<file path="src/rtl/branch_resolve_if.sv">
// branch_resolve_if: EX-stage resolver bundle.
// Carries ID/EX inputs, flush/rollback and predictor feedback.
interface branch_resolve_if #(
  parameter int CNT_WIDTH = 32
);
  logic                 valid_ex;
  logic                 PL_stall;
  logic                 B_type_ex;
  logic [2:0]           func3_ex;
  logic                 jalr_pred_ex;
  logic [31:0]          pc_ex;
  logic [31:0]          imme_ex;
  logic [31:0]          rs1_data_ex;
  logic [31:0]          rs2_data_ex;
  logic                 B_type_prediction_result_ex;
  logic [31:0]          jalr_pc_prediction_ex;
  logic                 PL_flush;
  logic [31:0]          pc_rollback;
  logic                 B_type_branch_failed;
  logic                 beq_branch_failed;
  logic                 bne_branch_failed;
  logic                 blt_branch_failed;
  logic                 bge_branch_failed;
  logic                 bltu_branch_failed;
  logic                 bgeu_branch_failed;
  logic [31:0]          pc_branch_filled;
  logic                 B_type_prediction_result_branch_failed;
  logic [CNT_WIDTH-1:0] branch_cnt;
  logic [CNT_WIDTH-1:0] miss_cnt;

  modport master (
    output valid_ex, PL_stall, B_type_ex, func3_ex,
    output jalr_pred_ex, pc_ex, imme_ex,
    output rs1_data_ex, rs2_data_ex,
    output B_type_prediction_result_ex,
    output jalr_pc_prediction_ex,
    input  PL_flush, pc_rollback,
    input  B_type_branch_failed,
    input  beq_branch_failed, bne_branch_failed,
    input  blt_branch_failed, bge_branch_failed,
    input  bltu_branch_failed, bgeu_branch_failed,
    input  pc_branch_filled,
    input  B_type_prediction_result_branch_failed,
    input  branch_cnt, miss_cnt
  );

  modport slave (
    input  valid_ex, PL_stall, B_type_ex, func3_ex,
    input  jalr_pred_ex, pc_ex, imme_ex,
    input  rs1_data_ex, rs2_data_ex,
    input  B_type_prediction_result_ex,
    input  jalr_pc_prediction_ex,
    output PL_flush, pc_rollback,
    output B_type_branch_failed,
    output beq_branch_failed, bne_branch_failed,
    output blt_branch_failed, bge_branch_failed,
    output bltu_branch_failed, bgeu_branch_failed,
    output pc_branch_filled,
    output B_type_prediction_result_branch_failed,
    output branch_cnt, miss_cnt
  );
endinterface

</file>
<file path="src/rtl/branch_resolve.sv">
// branch_resolve: resolves B-type and predicted jalr in EX.
// Registers a one-cycle flush plus predictor training strobes.
module branch_resolve #(
  parameter int CNT_WIDTH = 32
) (
  input logic             clk,
  input logic             rst,
  branch_resolve_if.slave bus
);

  localparam logic [CNT_WIDTH-1:0] ONE = {{(CNT_WIDTH-1){1'b0}}, 1'b1};

  logic                 flush_q;
  logic [31:0]          rollback_q;
  logic [31:0]          filled_q;
  logic                 bfail_q;
  logic [5:0]           fail_q;
  logic                 pred_q;
  logic [CNT_WIDTH-1:0] bcnt_q;
  logic [CNT_WIDTH-1:0] mcnt_q;

  logic        eval;
  logic        b_eval;
  logic        j_eval;
  logic [5:0]  cond;
  logic        eq;
  logic        lt;
  logic        ltu;
  logic        taken;
  logic        b_miss;
  logic        j_miss;
  logic        miss;
  logic [31:0] b_tgt;
  logic [31:0] j_tgt;
  logic [31:0] tgt;

  // Decode condition, compute outcome, target and mispredict.
  always_comb begin
    eval   = bus.valid_ex & ~bus.PL_stall & ~flush_q;
    b_eval = eval & bus.B_type_ex;
    j_eval = eval & bus.jalr_pred_ex & ~bus.B_type_ex;
    eq     = bus.rs1_data_ex == bus.rs2_data_ex;
    lt     = $signed(bus.rs1_data_ex) < $signed(bus.rs2_data_ex);
    ltu    = bus.rs1_data_ex < bus.rs2_data_ex;
    cond   = 6'b0;
    case (bus.func3_ex)
      3'b000:  cond = 6'b000001;
      3'b001:  cond = 6'b000010;
      3'b100:  cond = 6'b000100;
      3'b101:  cond = 6'b001000;
      3'b110:  cond = 6'b010000;
      3'b111:  cond = 6'b100000;
      default: cond = 6'b000000;
    endcase
    taken = 1'b0;
    unique case (1'b1)
      cond[0]: taken = eq;
      cond[1]: taken = ~eq;
      cond[2]: taken = lt;
      cond[3]: taken = ~lt;
      cond[4]: taken = ltu;
      cond[5]: taken = ~ltu;
      default: taken = 1'b0;
    endcase
    b_tgt  = taken ? bus.pc_ex + bus.imme_ex : bus.pc_ex + 32'd4;
    j_tgt  = (bus.rs1_data_ex + bus.imme_ex) & 32'hffff_fffe;
    b_miss = b_eval & (|cond)
           & (taken != bus.B_type_prediction_result_ex);
    j_miss = j_eval & (j_tgt != bus.jalr_pc_prediction_ex);
    miss   = b_miss | j_miss;
    tgt    = b_eval ? b_tgt : j_tgt;
  end

  // Flush, feedback and saturating statistics registers.
  always_ff @(posedge clk) begin
    if (rst) begin
      flush_q    <= 1'b0;
      rollback_q <= 32'd0;
      filled_q   <= 32'd0;
      bfail_q    <= 1'b0;
      fail_q     <= 6'd0;
      pred_q     <= 1'b0;
      bcnt_q     <= '0;
      mcnt_q     <= '0;
    end else begin
      flush_q <= miss;
      bfail_q <= b_miss;
      fail_q  <= cond & {6{b_miss}};
      pred_q  <= b_miss & bus.B_type_prediction_result_ex;
      if (miss) begin
        rollback_q <= tgt;
        filled_q   <= bus.pc_ex;
      end
      if ((b_eval | j_eval) && bcnt_q != '1)
        bcnt_q <= bcnt_q + ONE;
      if (miss && mcnt_q != '1)
        mcnt_q <= mcnt_q + ONE;
    end
  end

  assign bus.PL_flush             = flush_q;
  assign bus.pc_rollback          = rollback_q;
  assign bus.pc_branch_filled     = filled_q;
  assign bus.B_type_branch_failed = bfail_q;
  assign bus.beq_branch_failed    = fail_q[0];
  assign bus.bne_branch_failed    = fail_q[1];
  assign bus.blt_branch_failed    = fail_q[2];
  assign bus.bge_branch_failed    = fail_q[3];
  assign bus.bltu_branch_failed   = fail_q[4];
  assign bus.bgeu_branch_failed   = fail_q[5];
  assign bus.branch_cnt           = bcnt_q;
  assign bus.miss_cnt             = mcnt_q;
  assign bus.B_type_prediction_result_branch_failed = pred_q;

endmodule

</file>
<file path="src/flat_wrapper.sv">
// flat-port wrapper written by rule: the top's interface ports become plain ports
module branch_resolve_flat 
#(
  parameter int CNT_WIDTH = 32
)
  (clk, rst, bus_valid_ex, bus_PL_stall, bus_B_type_ex, bus_func3_ex, bus_jalr_pred_ex, bus_pc_ex, bus_imme_ex, bus_rs1_data_ex, bus_rs2_data_ex, bus_B_type_prediction_result_ex, bus_jalr_pc_prediction_ex, bus_PL_flush, bus_pc_rollback, bus_B_type_branch_failed, bus_beq_branch_failed, bus_bne_branch_failed, bus_blt_branch_failed, bus_bge_branch_failed, bus_bltu_branch_failed, bus_bgeu_branch_failed, bus_pc_branch_filled, bus_B_type_prediction_result_branch_failed, bus_branch_cnt, bus_miss_cnt);
  branch_resolve_if #(.CNT_WIDTH(CNT_WIDTH)) bus_i ();
  input logic clk;
  input logic rst;
  input wire logic [$bits(bus_i.valid_ex)-1:0] bus_valid_ex;
  input wire logic [$bits(bus_i.PL_stall)-1:0] bus_PL_stall;
  input wire logic [$bits(bus_i.B_type_ex)-1:0] bus_B_type_ex;
  input wire logic [$bits(bus_i.func3_ex)-1:0] bus_func3_ex;
  input wire logic [$bits(bus_i.jalr_pred_ex)-1:0] bus_jalr_pred_ex;
  input wire logic [$bits(bus_i.pc_ex)-1:0] bus_pc_ex;
  input wire logic [$bits(bus_i.imme_ex)-1:0] bus_imme_ex;
  input wire logic [$bits(bus_i.rs1_data_ex)-1:0] bus_rs1_data_ex;
  input wire logic [$bits(bus_i.rs2_data_ex)-1:0] bus_rs2_data_ex;
  input wire logic [$bits(bus_i.B_type_prediction_result_ex)-1:0] bus_B_type_prediction_result_ex;
  input wire logic [$bits(bus_i.jalr_pc_prediction_ex)-1:0] bus_jalr_pc_prediction_ex;
  output wire logic [$bits(bus_i.PL_flush)-1:0] bus_PL_flush;
  output wire logic [$bits(bus_i.pc_rollback)-1:0] bus_pc_rollback;
  output wire logic [$bits(bus_i.B_type_branch_failed)-1:0] bus_B_type_branch_failed;
  output wire logic [$bits(bus_i.beq_branch_failed)-1:0] bus_beq_branch_failed;
  output wire logic [$bits(bus_i.bne_branch_failed)-1:0] bus_bne_branch_failed;
  output wire logic [$bits(bus_i.blt_branch_failed)-1:0] bus_blt_branch_failed;
  output wire logic [$bits(bus_i.bge_branch_failed)-1:0] bus_bge_branch_failed;
  output wire logic [$bits(bus_i.bltu_branch_failed)-1:0] bus_bltu_branch_failed;
  output wire logic [$bits(bus_i.bgeu_branch_failed)-1:0] bus_bgeu_branch_failed;
  output wire logic [$bits(bus_i.pc_branch_filled)-1:0] bus_pc_branch_filled;
  output wire logic [$bits(bus_i.B_type_prediction_result_branch_failed)-1:0] bus_B_type_prediction_result_branch_failed;
  output wire logic [$bits(bus_i.branch_cnt)-1:0] bus_branch_cnt;
  output wire logic [$bits(bus_i.miss_cnt)-1:0] bus_miss_cnt;
  assign bus_i.valid_ex = bus_valid_ex;
  assign bus_i.PL_stall = bus_PL_stall;
  assign bus_i.B_type_ex = bus_B_type_ex;
  assign bus_i.func3_ex = bus_func3_ex;
  assign bus_i.jalr_pred_ex = bus_jalr_pred_ex;
  assign bus_i.pc_ex = bus_pc_ex;
  assign bus_i.imme_ex = bus_imme_ex;
  assign bus_i.rs1_data_ex = bus_rs1_data_ex;
  assign bus_i.rs2_data_ex = bus_rs2_data_ex;
  assign bus_i.B_type_prediction_result_ex = bus_B_type_prediction_result_ex;
  assign bus_i.jalr_pc_prediction_ex = bus_jalr_pc_prediction_ex;
  assign bus_PL_flush = bus_i.PL_flush;
  assign bus_pc_rollback = bus_i.pc_rollback;
  assign bus_B_type_branch_failed = bus_i.B_type_branch_failed;
  assign bus_beq_branch_failed = bus_i.beq_branch_failed;
  assign bus_bne_branch_failed = bus_i.bne_branch_failed;
  assign bus_blt_branch_failed = bus_i.blt_branch_failed;
  assign bus_bge_branch_failed = bus_i.bge_branch_failed;
  assign bus_bltu_branch_failed = bus_i.bltu_branch_failed;
  assign bus_bgeu_branch_failed = bus_i.bgeu_branch_failed;
  assign bus_pc_branch_filled = bus_i.pc_branch_filled;
  assign bus_B_type_prediction_result_branch_failed = bus_i.B_type_prediction_result_branch_failed;
  assign bus_branch_cnt = bus_i.branch_cnt;
  assign bus_miss_cnt = bus_i.miss_cnt;
  branch_resolve #(.CNT_WIDTH(CNT_WIDTH)) u_core (.clk(clk), .rst(rst), .bus(bus_i));
endmodule
</file>
<file path="config.mk">
export PLATFORM = sky130hd
export DESIGN_NAME = branch_resolve_flat
export DESIGN_NICKNAME = d
export VERILOG_FILES = /design/src/rtl/branch_resolve_if.sv /design/src/rtl/branch_resolve.sv /design/src/flat_wrapper.sv
export SDC_FILE = /design/constraint.sdc
export NUM_CORES = 1
export LEC_CHECK = 0
export CAP_MARGIN = 10
export CORE_AREA = 4 4 109 215
export DETAILED_ROUTE_END_ITERATION = 7
export DIE_AREA = 0 0 113 219
export GPL_TIMING_DRIVEN = 0
export HOLD_SLACK_MARGIN = 0.02
export PLACE_DENSITY = 0.87
export SYNTH_ARGS = -nofsm -noshare
export SYNTH_HDL_FRONTEND = slang
export SYNTH_SLANG_ARGS = --single-unit
</file>
<file path="constraint.sdc">
create_clock -name clk -period 10.16 [get_ports clk]
set_clock_uncertainty 0.05 [all_clocks]
set_input_delay 1.016 -clock clk [delete_from_list [all_inputs] [get_ports clk]]
set_output_delay 1.016 -clock clk [all_outputs]
set_load 0.03 [all_outputs]
</file>
==> run summary <==
share of cells above drive strength 1: 4.32%
I/O pin total: 307
R2R depth: 8
WP data required: 10.39 ns
startpoint class of the critical path: input port
setup bufs post-CTS: 0
slew of the pin with the lowest slew margin: 1.24 ns
largest net degree at the start of global routing: 17
Async S/R FF share, synth: 0%
Post-Route WL: 42500 microns
Pre-Repair DR Iteration Count: 5
Adder-Cell Fraction of Synth Area: 10.6%
simple-gate share of the synthesized area: 24.1%
delay-heaviest family, CP: compound AO/OA/AOI/OAI gates
hold path cells: 2
Syn Nets: 1784
grt total ovfl: 0
PwrDens: 115 nW/um^2
most area-hungry cell type in the Yosys netlist: dfxtp_1
WL/cell: 20.0 microns
Synth Instances: 1516
register area share after synthesis: 23.5%
Hold Path Class: flip-flop to flip-flop
largest family of logic cells by synthesized area: simple AND/OR/NAND/NOR gates
normalized max-slew margin: 17.2%
maximum clock rate: 163 MHz
EDFF count, synth: 0
Crit-path slowest cell: a2111oi_2
reg-to-reg endpoint: u_core.bus.pc_rollback[14]$_SDFFE_PP0P_
Clk Latency, worst-skew pair: 0.42 ns
CTS Buf Count: 17
htree depth: 4
Worst-path clk slew: 0.06 ns
vias: 12789
Final #Nets: 2105
compound-gate portion of the synthesized area: 20.1%
vias in the first global route: 12243
Critical R2R Launch: u_core.bus.PL_flush$_SDFF_PP0_
DRT iter0 DRCs: 1032
Die Ht: 219 microns
Worst Setup End Kind: flip-flop
critical path class: input port to flip-flop
r2r setup slk: 5.72 ns
Antenna diodes: 0
setup TNS: 0 ns
Primary FF master, synth: dfxtp_1
HP Start: u_core.bus.pc_rollback[8]$_SDFFE_PP0P_
post-layout min period: 6.14 ns
number of distinct library cells after synthesis: 77
Max stage delay on crit path: 1.03 ns
CTS tree: built
Yosys reg bits: 137
Slew Viols, Final: 0
ranking of synthesized cells by area: dfxtp_1 (24%), ha_1 (10%), nor2_1 (6.7%)
Die ar.: 24700 sq um
leakage power: 6.04 nW
CORE AREA: 21900 sq um
share of the synthesized area in the top cell type: 23.5%
post-route ant nets: 0
RSZ-0062 raised after global routing: false
# rows: 77
HPWL after detailed placement: 34200 microns
most frequent cell after synthesis: nor2_1
post-synthesis mux area share: 5.58%
Netlist Area Pre-Place: 11700 sq um
Die W: 113 microns
post-synthesis xor/xnor area fraction: 11.7%
critical path arrival: 6.38 ns
Bufs on Longest Clock Path: 2
Starting Density: 53.4%
CTS root buffer: clkbuf_16
final setup fails: 0
Port Buf Inserts: 302
Hold Buf Count CTS: 0
Worst VDD drop: 0.120 mV
average size of a mapped cell: 7.70 sq um
Hold Fails Final Rpt: 0
CP bufs+invs: 3
first-pass GRT wire length: 64700 microns
gp weighted congestion: 1.02
number of vias per cell: 6.02
top post-synthesis cells by count: nor2_1 (208), dfxtp_1 (137), a21oi_1 (124), nand2_1 (119), ha_1 (96)
status: complete, no violations
drt drc: 0
cells traversed along the worst timing path: clkdlybuf4s50_1 -> and2_1 -> fa_1 -> a211oi_2 -> o21ai_2 -> a2111oi_2 -> nor2_1 -> xnor2_1 -> xor2_1 -> o211ai_1 -> nand4b_1 -> a2111oi_2 -> a21oi_2 -> buf_4 -> buf_4 -> o211ai_1 -> a21oi_1
Resize count post-CTS: 0
Area Overhead vs Synth: 33.8%
Yosys warnings: 0
Tcrit/Tclk final: 60.5%
aggregate global-route resource usage: 33.1%
Crit Path Max Fanout: 10
initial antenna violation count: 0
hold endpoint: u_core.bus.pc_rollback[8]$_SDFFE_PP0P_
Util after Layout: 71.4%
clk sinks: 137
max-cap violations: 0
==> metal layers <==
metal | up-vias | wire length (microns) | track usage, %
met4 | 0 | 2730 | 17.9
li1 | 6071 | - | -
met3 | 150 | 3920 | 7.64
met2 | 687 | 19800 | 55.4
met1 | 5881 | 16000 | 38.7
met5 | - | 0 | 0
==> layout make-up <==
type	instances	area, sq um
Multi-Input combinational cell	1251	8410
Timing Repair Buffer	302	3020
Sequential cell	137	2740
Clock buffer	19	433
Tap cell	276	345
Buffer	66	279
Clock inverter	13	146
Fill cell	1739	6250
Inverter	62	233
==> worst max path at each step <==
stage	startpoint	endpoint	slack [ns]	cells past startpoint
floorplan	bus_imme_ex[0]	u_core.bus.miss_cnt[2]$_SDFFE_PP0P_	5.13	15
global placement	bus_imme_ex[0]	u_core.bus.pc_rollback[11]$_SDFFE_PP0P_	3.67	17
detailed placement	bus_imme_ex[0]	u_core.bus.pc_rollback[11]$_SDFFE_PP0P_	3.66	17
CTS	bus_imme_ex[0]	u_core.bus.pc_rollback[11]$_SDFFE_PP0P_	4.05	17
global route	bus_imme_ex[0]	u_core.bus.pc_rollback[11]$_SDFFE_PP0P_	3.70	17
finish	bus_imme_ex[0]	u_core.bus.pc_rollback[11]$_SDFFE_PP0P_	4.02	17
==> placed cells by master (no fill, tap or decap), drive strengths merged, types with 24 or more instances in the layout <==
master         instances
a21o                  26
clkbuf                67
mux2i                 47
inv                   65
ha                    96
xor2                  57
clkdlybuf4s50        302
xnor2                 83
nand3                 58
nand4                 30
and3                  32
a211oi                32
nor2                 208
nand2                119
dfxtp                137
nor3                  29
o21ai                 72
a21oi                125
o211ai                24
==> where the power goes <==
group | internal (W) | switching [W]
Combinational | 0.000257 | 0.000375
Sequential | 0.000550 | 0.00000746
Clock | 0.000363 | 0.000242
Total | 0.00117 | 0.000625
==> state kept, by name, summed over array words and instances (netlist names) <==
signal and flops:
u_core.bus.pc_branch_filled 32, u_core.bus.B_type_branch_failed 1, u_core.bus.pc_rollback 32, u_core.bus.branch_cnt 32
u_core.bus.B_type_prediction_result_branch_failed 1, u_core.bus.miss_cnt 32, u_core.bus.PL_flush 1, u_core.fail_q 6
==> logic make-up after synthesis <==
logic type / count (synthesis)
and+or+nand+nor: 585
AOI/OAI and AO/OA: 359
xor gates and xnor gates: 146
DFF: 137
buffers and inverters: 128
adders and majority gates: 98
muxes: 63
==> metrics by stage <==
step	instance area, sq um	total power, W	hold WS, ns	setup slack [ns]	instances
final	15600	0.00180	0.400	4.02	2126
after global routing	15600	0.00187	0.424	3.70	2126
after CTS	15600	0.00179	0.402	4.05	2126
after detailed placement	15000	0.00118	0.395	3.66	2094
after global placement	15000	0.00118	0.388	3.67	2094
after floorplan	11700	0.000946	0.526	5.13	1516
==> tightest hold or removal path: cells and delay by family, from the launching register on <==
kind | cells | cell delay [ns]
DFF | 1 | 0.30
AOI/OAI and AO/OA | 1 | 0.05
and+or+nand+nor | 1 | 0.05
No activity file was read; power rests on OpenSTA's default activity.
